$ cat config.mk
export PLATFORM = sky130hd
export DESIGN_NAME = cam_fb_write_ctrl
export DESIGN_NICKNAME = d
export VERILOG_FILES = /design/src/rtl/cam_pkg.sv /design/src/rtl/cam_wr_pipe.sv /design/src/rtl/cam_fb_write_ctrl.sv
export SDC_FILE = /design/constraint.sdc
export NUM_CORES = 1
export LEC_CHECK = 0
export CAP_MARGIN = 10
export CELL_PAD_IN_SITES_DETAIL_PLACEMENT = 0
export CELL_PAD_IN_SITES_GLOBAL_PLACEMENT = 1
export CORE_UTILIZATION = 39
export DETAILED_ROUTE_END_ITERATION = 6
export GPL_ROUTABILITY_DRIVEN = 0
export PLACE_DENSITY = 0.94
export SLEW_MARGIN = 15
export SYNTH_ARGS = -nofsm -noshare
export SYNTH_HDL_FRONTEND = slang
export SYNTH_HIERARCHICAL = 1
export SYNTH_SLANG_ARGS = --single-unit
$ cat constraint.sdc
create_clock -name i_clk -period 2.8 [get_ports i_clk]
set_input_delay 0.42 -clock i_clk [delete_from_list [all_inputs] [get_ports i_clk]]
set_output_delay 0.42 -clock i_clk [all_outputs]
set_load 0.01 [all_outputs]
$ cat src/rtl/cam_pkg.sv
// Shared definitions for the camera frame-buffer write controller:
// FSM state encoding and frame geometry helpers.
package cam_pkg;

    typedef enum logic [2:0] {
        ST_IDLE      = 3'd0,
        ST_WAIT_CAM  = 3'd1,
        ST_WAIT_SOF  = 3'd2,
        ST_CAPTURE   = 3'd3,
        ST_FRAME_END = 3'd4,
        ST_WAIT_FULL = 3'd5
    } cam_state_e;

    localparam int H_RES_DEF = 640;
    localparam int V_RES_DEF = 480;
    localparam int FRAME_PIX = H_RES_DEF * V_RES_DEF;

    function automatic int frame_pix(input int h_res, input int v_res);
        return h_res * v_res;
    endfunction

endpackage

$ cat src/rtl/cam_wr_pipe.sv
// Delay line carrying (valid, address) of accepted pixels until the camera
// data for that pixel appears; a flush squashes every in-flight write.
module cam_wr_pipe #(
    parameter int RD_LAT = 1,
    parameter int AW     = 19
) (
    input  logic          i_clk,
    input  logic          i_flush,
    input  logic          i_valid,
    input  logic [AW-1:0] i_addr,
    output logic          o_valid,
    output logic [AW-1:0] o_addr
);

    generate
        if (RD_LAT == 0) begin : g_bypass
            assign o_valid = i_valid;
            assign o_addr  = i_addr;
        end else begin : g_delay
            logic [RD_LAT-1:0] valid_q;
            logic [AW-1:0]     addr_q [RD_LAT];

            always_ff @(posedge i_clk) begin
                if (i_flush) begin
                    valid_q <= '0;
                    for (int i = 0; i < RD_LAT; i++) begin
                        addr_q[i] <= '0;
                    end
                end else begin
                    valid_q[0] <= i_valid;
                    addr_q[0]  <= i_addr;
                    for (int i = 1; i < RD_LAT; i++) begin
                        valid_q[i] <= valid_q[i-1];
                        addr_q[i]  <= addr_q[i-1];
                    end
                end
            end

            assign o_valid = valid_q[RD_LAT-1];
            assign o_addr  = addr_q[RD_LAT-1];
        end
    endgenerate

endmodule

$ cat src/rtl/cam_fb_write_ctrl.sv
// Captures camera pixels into a double-buffered frame buffer: aligns to SOF,
// generates write strobes/addresses, swaps banks per frame and flags errors.
module cam_fb_write_ctrl
    import cam_pkg::*;
#(
    parameter int H_RES  = H_RES_DEF,
    parameter int V_RES  = V_RES_DEF,
    parameter int AW     = 19,
    parameter int RD_LAT = 1
) (
    input  logic          i_clk,
    input  logic          i_rst,
    input  logic          i_cam_done,
    input  logic          i_sof,
    input  logic          i_start,
    input  logic          i_stop,
    input  logic          i_snapshot,
    input  logic          i_cam_data_valid,
    input  logic [11:0]   i_cam_data,
    output logic          o_data_ready,
    output logic          o_wr_en,
    output logic          o_wr_bank,
    output logic [AW-1:0] o_wr_addr,
    output logic [11:0]   o_wr_data,
    output logic          o_rd_bank,
    output logic          o_frame_done,
    output logic          o_busy,
    output logic          o_err_short,
    output logic          o_err_long
);

    localparam logic [AW-1:0] LAST_PIX = AW'(frame_pix(H_RES, V_RES) - 1);

    cam_state_e    state_q, state_d;
    logic [AW-1:0] count_q;
    logic [1:0]    drain_q;
    logic          stop_pending_q;
    logic          wr_bank_q, rd_bank_q;
    logic          frame_done_q;
    logic          err_short_q, err_long_q;

    logic          arm, capture_acc, count_clr, done_fire, set_short, set_long;
    logic          data_ready, drain_done;
    logic          pipe_valid;
    logic [AW-1:0] pipe_addr;

    // FRAME_END lasts RD_LAT cycles (at least one) so the last write leaves the pipe first
    assign drain_done = (int'(drain_q) >= RD_LAT - 1);

    always_ff @(posedge i_clk) begin
        if (i_rst) begin
            state_q <= ST_IDLE;
        end else begin
            state_q <= state_d;
        end
    end

    always_comb begin
        state_d     = state_q;
        arm         = 1'b0;
        capture_acc = 1'b0;
        count_clr   = 1'b0;
        done_fire   = 1'b0;
        set_short   = 1'b0;
        set_long    = 1'b0;
        data_ready  = 1'b0;
        case (state_q)
            ST_IDLE: begin
                if (i_start) begin
                    arm     = 1'b1;
                    state_d = ST_WAIT_CAM;
                end
            end
            ST_WAIT_CAM: begin
                if (i_cam_done) state_d = ST_WAIT_SOF;
            end
            ST_WAIT_SOF: begin
                data_ready = 1'b1;
                if (i_sof) begin
                    count_clr = 1'b1;
                    state_d   = ST_CAPTURE;
                end
            end
            ST_CAPTURE: begin
                data_ready = 1'b1;
                if (i_sof) begin
                    set_short = 1'b1;
                    count_clr = 1'b1;
                end else if (i_cam_data_valid) begin
                    capture_acc = 1'b1;
                    if (count_q == LAST_PIX) state_d = ST_FRAME_END;
                end
            end
            ST_FRAME_END: begin
                if (drain_done) begin
                    done_fire = 1'b1;
                    state_d   = (stop_pending_q || i_stop || i_snapshot) ? ST_IDLE : ST_WAIT_FULL;
                end
            end
            ST_WAIT_FULL: begin
                data_ready = 1'b1;
                if (i_sof) begin
                    count_clr = 1'b1;
                    state_d   = ST_CAPTURE;
                end else if (i_cam_data_valid) begin
                    set_long = 1'b1;
                end
            end
            default: state_d = ST_IDLE;
        endcase
    end

    always_ff @(posedge i_clk) begin
        if (i_rst) begin
            count_q        <= '0;
            drain_q        <= '0;
            stop_pending_q <= 1'b0;
            wr_bank_q      <= 1'b0;
            rd_bank_q      <= 1'b0;
            frame_done_q   <= 1'b0;
            err_short_q    <= 1'b0;
            err_long_q     <= 1'b0;
        end else begin
            if (count_clr) begin
                count_q <= '0;
            end else if (capture_acc) begin
                count_q <= count_q + 1'b1;
            end
            drain_q      <= (state_q == ST_FRAME_END) ? drain_q + 2'd1 : 2'd0;
            frame_done_q <= done_fire;
            if (done_fire) begin
                rd_bank_q <= wr_bank_q;
                wr_bank_q <= ~wr_bank_q;
            end
            if (state_d == ST_IDLE) begin
                stop_pending_q <= 1'b0;
            end else if (i_stop && state_q != ST_IDLE) begin
                stop_pending_q <= 1'b1;
            end
            if (arm) begin
                err_short_q <= 1'b0;
                err_long_q  <= 1'b0;
            end else begin
                if (set_short) err_short_q <= 1'b1;
                if (set_long)  err_long_q  <= 1'b1;
            end
        end
    end

    cam_wr_pipe #(
        .RD_LAT (RD_LAT),
        .AW     (AW)
    ) u_pipe (
        .i_clk   (i_clk),
        .i_flush (i_rst),
        .i_valid (capture_acc && !i_rst),
        .i_addr  (count_q),
        .o_valid (pipe_valid),
        .o_addr  (pipe_addr)
    );

    assign o_data_ready = data_ready;
    assign o_wr_en      = pipe_valid;
    assign o_wr_bank    = wr_bank_q;
    assign o_wr_addr    = pipe_valid ? pipe_addr : '0;
    assign o_wr_data    = pipe_valid ? i_cam_data : 12'h000;
    assign o_rd_bank    = rd_bank_q;
    assign o_frame_done = frame_done_q;
    assign o_busy       = (state_q != ST_IDLE);
    assign o_err_short  = err_short_q;
    assign o_err_long   = err_long_q;

endmodule

==> results of run 1 <==
metrics by stage:
stage               util (%)  hold WS, ps  total power [µW]
floorplan                  -          458               782
global placement        51.3          466               829
detailed placement      51.3          473               831
CTS                     52.7          482              1200
global route            52.7          511              1250
finish                  52.7          484              1190
area by class of cell:
type,count,area share (%)
multi-input cells,178,40.6
clock buffers,6,2.47
well taps,72,3.07
flip-flops and latches,48,32.7
repair buffers,61,20.5
inverters,3,0.383
clock inverters,1,0.170
per-layer routing:
metal  GRT usage, %  vias to the layer above  wire (µm)
met2           26.8                       54       2120
met4           4.44                        0         51
met3           5.23                        5        294
met1           18.4                      876       2030
met5              0                        -          0
li1               -                      951          -
sequential cells by signal, summed over array words and instances, names as in the netlist:
register	cells
o_frame_done	1
u_pipe/o_valid	1
o_err_short	1
stop_pending_q	1
count_q	19
o_wr_bank	1
o_err_long	1
state_q	3
o_rd_bank	1
u_pipe/g_delay.addr_q	19
Yosys cell counts, drive strengths merged:
cell type and number:
a211oi 3, a21oi 17, and2 32, and3 3
and3b 3, and4 3, and4b 1, buf 9
clkbuf 6, dfxtp 48, ha 1, inv 3
mux2i 2, nand2 9, nand2b 4, nand3 5
nand3b 2, nand4 8, nor2 16, nor2b 22
nor3 4, nor4bb 1, o211ai 1, o21ai 7
o22a 1, o311ai 1, o31a 1, o31ai 6
o32ai 1, o41ai 2, or2 2, or2b 1
or3 4, or3b 1, or4 5, xnor2 3
xor2 6
power by group through the flow:
stage | sequential, µW | clock [µW] | combinational [µW]
floorplan | 707 | 0 | 75.2
global placement | 717 | 0 | 112
detailed placement | 717 | 0 | 114
CTS | 700 | 387 | 115
global route | 703 | 420 | 124
finish | 701 | 374 | 114
worst max-delay path, stage by stage, from the launching register on:
cell	delay, ps
dfxtp_1	600
and3b_1	350
or2_2	160
clkdlybuf4s50_1	530
logic make-up (layout without fill, tap and decap cells):
group                    Yosys count  count (layout)
buffers and inverters             18              71
AO/OA/AOI/OAI                     40              40
flip-flops                        48              48
adder cells (fa/ha/maj)            1               1
AND/OR/NAND/NOR                  126             126
XOR/XNOR                           9               9
multiplexers                       2               2
layout by cell type, fill, tap and decap left out, drive strengths merged, types with 5 or more instances in the layout:
cell and n:
clkbuf 6, nor2b 22, o31ai 6, nand2 9
dfxtp 48, or4 5, nand3 5, and2 32
xor2 6, nand4 8, nor2 16, clkdlybuf4s50 58
a21oi 17, o21ai 7
worst min-delay path by stage:
stage / startpoint / to / slack (ps) / depth (start not counted)
2_1_floorplan: count_q[18] / count_q[18] / 460 / 2
3_3_place_gp: o_wr_bank / o_rd_bank / 470 / 2
3_5_place_dp: o_rd_bank / o_rd_bank / 470 / 2
4_1_cts: o_rd_bank / o_rd_bank / 480 / 2
5_1_grt: o_wr_bank / o_rd_bank / 510 / 2
6_report: o_rd_bank / o_rd_bank / 480 / 2
==> impl_metrics.toml, run 1 <==
[timing]
rsz0062_at_grt = "no"
period_share_pct = 83.7
setup-tns-final_ps = 0
fmax_ghz = 0.426
drv_slew = 0
tightest_slew_ps = 462
finalSetupViolations = 0
period_minus_slack_ps = 2340
slew_headroom_pct = 69.2
finalHoldViolCount = 0
skew_ps = 5.16
setup_slack_ps = 455

[synthesis]
ys_seq_area_share_pct = 42.2
syn_area_per_cell_um2 = 9.32
synth_top_family_by_area = "simple AND/OR/NAND/NOR gates"
netlist_top_cells_area = "dfxtp_1 42%, and2_1 8.8%, nor2b_2 6.2%, a21oi_1 3.7%, buf_6 3.0%"
ys_ff_latch = 48
yosys.area_share.adder_pct = 0.550
synthCells = 244
synthMuxAreaShare_pct = 0.880
synth_top_area_share_pct = 42.2
synthesis.nets = 265
synth_top_cell_by_area = "dfxtp_1"
yosys.area_share.simple_pct = 36.7
syn_area_um2 = 2270
yosys_warnings = 6
synth_cell_type_count = 42
yosys.area_share.xor_xnor_pct = 3.47
synth_compound_area_share_pct = 10.9

[pwr]
power.switching_uw = 273
worst_ir_drop_vdd_uv = 196
pwr-share-clk_pct = 31.4
comb_power_share_pct = 9.6
power.leakage_uw = 0.00104
power_frac_seq_pct = 59.0
p_sw_share_pct = 23.0
p_int_uw = 916
power_density_nw_per_um2 = 405

[critical_path]
reg2reg_slack_ps = 770
cp.required_ps = 2380
worstSetupStartpointType = "register"
reg2reg_from = "state_q[0]"
criticalPathCategory = "reg2out"
cp.arrival_ps = 1920
crit_fanout = 14
reg2regPathDepth = 4
crit_start = "state_q[0]"
crit_end = "o_data_ready"
crit_path_end_kind = "output pin"
rr_endpoint = "count_q[17]"

[detailed_routing]
drt_first_pass_iters = 4
vias_per_cell = 5.11
wire_per_inst_um = 12.2
drt_iter0_drc = 101
ant_nets = 0
route.detailed.drc = 0
num_vias = 1886
postRouteWirelength_um = 4500

[placed_design]
dpl-instance-area_um2 = 2860
place_ws_ps = 616
dp.cells = 362
dp_hpwl_um = 3300
io_buffers = 58

[global_route]
grt_pass1_vias = 1701
grt_overflow = 0
antenna_found_initial = 0
grt_max_degree = 33
grt_first_pass_wirelength_um = 7610
track_usage_pct = 15.6

[clock_network]
post_cts_resized = 0
cts_tree = "done"
path_clk_slew_ps = 80
hold_buffers = 0
post_cts_buffers = 0
numCtsBuffers = 5
cts-root-buf = "clkbuf_8"
cts_sinks = 48
clk_latency_ps = 290
cts_buffer_depth = 2
h-tree-depth = 2

[run]
drv_cap = 0

[floorplanning]
die_h_um = 78.4
coreArea_um2 = 5570
dieWidth_um = 78.4
row_count = 27
die-area_um2 = 6140
initial_core_util_pct = 40.8
io_pins = 59

[run_status]
status = "finished, final reports clean"

[final_layout]
instances_no_fill = 369
layout.nets = 318
fill_cells = 538
syn2layout_area_growth_pct = 29.1
multiInputGateArea_um2 = 1190
regArea_um2 = 961
fin_area_um2 = 2940
antenna_cells = 0
drive_gt1_share_pct = 11.1

[min_path]
hold_path_class = "reg2reg"
Power figures use the tool's default switching activity.
==> inputs of run 2 (changes only) <==
CORE_UTILIZATION = 36   (was 39)
PLACE_DENSITY = 0.89   (was 0.94)
clock period = 2.4 ns   (was 2.8 ns; I/O delays follow)
==> impl_metrics.toml, run 2 (same netlist as run 1, synthesis figures left out) <==
[final_layout]
antenna_cells = 0
multiInputGateArea_um2 = 1190
layout.nets = 322
drive_gt1_share_pct = 12.9
regArea_um2 = 961
fin_area_um2 = 3050
syn2layout_area_growth_pct = 34.2
reg.largest.list = "count_q: 19 flops, u_pipe/g_delay.addr_q: 19 flops, state_q: 3 flops"
fill_cells = 576
final_common_cell = "clkdlybuf4s50_1"
mostFrequentLayoutCells = "58 x clkdlybuf4s50_1, 48 x dfxtp_1, 32 x and2_1"

[placed_design]
dpl-instance-area_um2 = 2890
io_buffers = 58
dp_hpwl_um = 3430

[critical_path]
crit_end = "o_data_ready"
crit_path_max_incr_delay_ps = 510
cp_top_family = "simple AND/OR/NAND/NOR gates"
crit_start = "state_q[1]"
critPathSlowestCell = "dfxtp_1"
worstPathCellList = "and3b_1 > or2_2 > clkdlybuf4s50_1"
criticalPathCategory = "reg2out"
critPathBufInv = 1
rr_endpoint = "count_q[16]"
worstSetupStartpointType = "register"
reg2regPathDepth = 4
crit_cells = 3
reg2reg_slack_ps = 490
crit_fanout = 11
cp.arrival_ps = 1880
crit_path_end_kind = "output pin"
reg2reg_from = "state_q[1]"
cp.required_ps = 2040

[floorplanning]
die_h_um = 81.5
die-area_um2 = 6640
dieWidth_um = 81.5
coreArea_um2 = 5990
row_count = 28
io_pins = 59
initial_core_util_pct = 38.0

[timing]
skew_ps = 5.43
setup-tns-final_ps = 0
drv_slew = 0
hold_ws_ps = 482
slew_headroom_pct = 70.4
period_minus_slack_ps = 2240
finalHoldViolCount = 0
fmax_ghz = 0.446
rsz0062_at_grt = "no"
tightest_slew_ps = 438
finalSetupViolations = 0
period_share_pct = 93.4

[clock_network]
path_clk_slew_ps = 80
h-tree-depth = 2
post_cts_buffers = 0
cts_buffer_depth = 2
post_cts_resized = 0
clk_latency_ps = 300
hold_buffers = 0
cts_sinks = 48
numCtsBuffers = 5
cts-root-buf = "clkbuf_8"
cts_tree = "done"

[run_status]
status = "finished, final reports clean"

[detailed_routing]
wire_per_inst_um = 12.4
num_vias = 1900
vias_per_cell = 5.04
drt_iter0_drc = 112
drt_first_pass_iters = 4
route.detailed.drc = 0
postRouteWirelength_um = 4690
ant_nets = 0

[global_route]
grt_pass1_vias = 1677
grt_overflow = 0
grt_max_degree = 27
antenna_found_initial = 0
grt_first_pass_wirelength_um = 7740
track_usage_pct = 15.1

[pwr]
worst_ir_drop_vdd_uv = 293
power_density_nw_per_um2 = 572
power.leakage_uw = 0.00109

[min_path]
hold_path_class = "reg2reg"

[run]
drv_cap = 0
-- run 2: cell count changes in the layout (fill, tap and decap cells not counted), sizes merged --
cell    change
buf         +4
clkinv      -1
clkbuf      -1
bufinv      +3
-- run 2: through the flow --
stage / util [%] / std cells / setup WS [ps] / total power (µW)
5_1_grt: 50.9 / 377 / 124 / 1810
2_1_floorplan: - / 244 / 725 / 913
6_report: 50.9 / 377 / 159 / 1750
3_3_place_gp: 48.3 / 369 / 293 / 974
3_5_place_dp: 48.3 / 369 / 275 / 976
4_1_cts: 50.9 / 377 / 173 / 1760
-- run 2: worst min-delay path by stage --
| stage | slack, ps | start | to | depth (start not counted) |
|---|---|---|---|---|
| 5_1_grt | 520 | o_wr_bank | o_rd_bank | 2 |
| 3_5_place_dp | 470 | o_rd_bank | o_rd_bank | 2 |
| 3_3_place_gp | 470 | o_wr_bank | o_rd_bank | 2 |
| 2_1_floorplan | 460 | i_start | o_err_long | 1 |
| 4_1_cts | 480 | o_wr_bank | o_rd_bank | 2 |
| 6_report | 480 | o_wr_bank | o_rd_bank | 2 |
-- run 2: final cells by class --
cell class | count | share of cell area [%]
Multi-Input combinational cell | 178 | 39.1
Sequential cell | 48 | 31.5
Timing Repair Buffer | 65 | 20.7
Tap cell | 75 | 3.08
Clock inverter | 3 | 2.95
Clock buffer | 5 | 2.26
Inverter | 3 | 0.369
-- run 2: worst register-to-register path, stage by stage (launching register included) --
cell and delay (ps):
dfxtp_1 510, and3b_1 430, nand4_4 240, or4_1 520, a21oi_1 150
-- run 2: power breakdown --
part	leakage, µW	switching [µW]	total, µW	internal, µW
clock	0.0000784	268	788	521
sequential	0.000387	10.0	813	803
combinational	0.000629	70.6	145	74.0
total	0.00109	348	1750	1400
-- run 2: per-layer routing --
| metal | GRT usage (%) | share of wire (%) | wire length [µm] | up-vias |
|---|---|---|---|---|
| met2 | 25.0 | 45 | 2100 | 64 |
| li1 | - | - | - | 957 |
| met4 | 5.36 | 1.6 | 76 | 0 |
| met1 | 18.4 | 46 | 2140 | 870 |
| met3 | 4.44 | 7.7 | 362 | 9 |
| met5 | 0 | 0 | 0 | - |
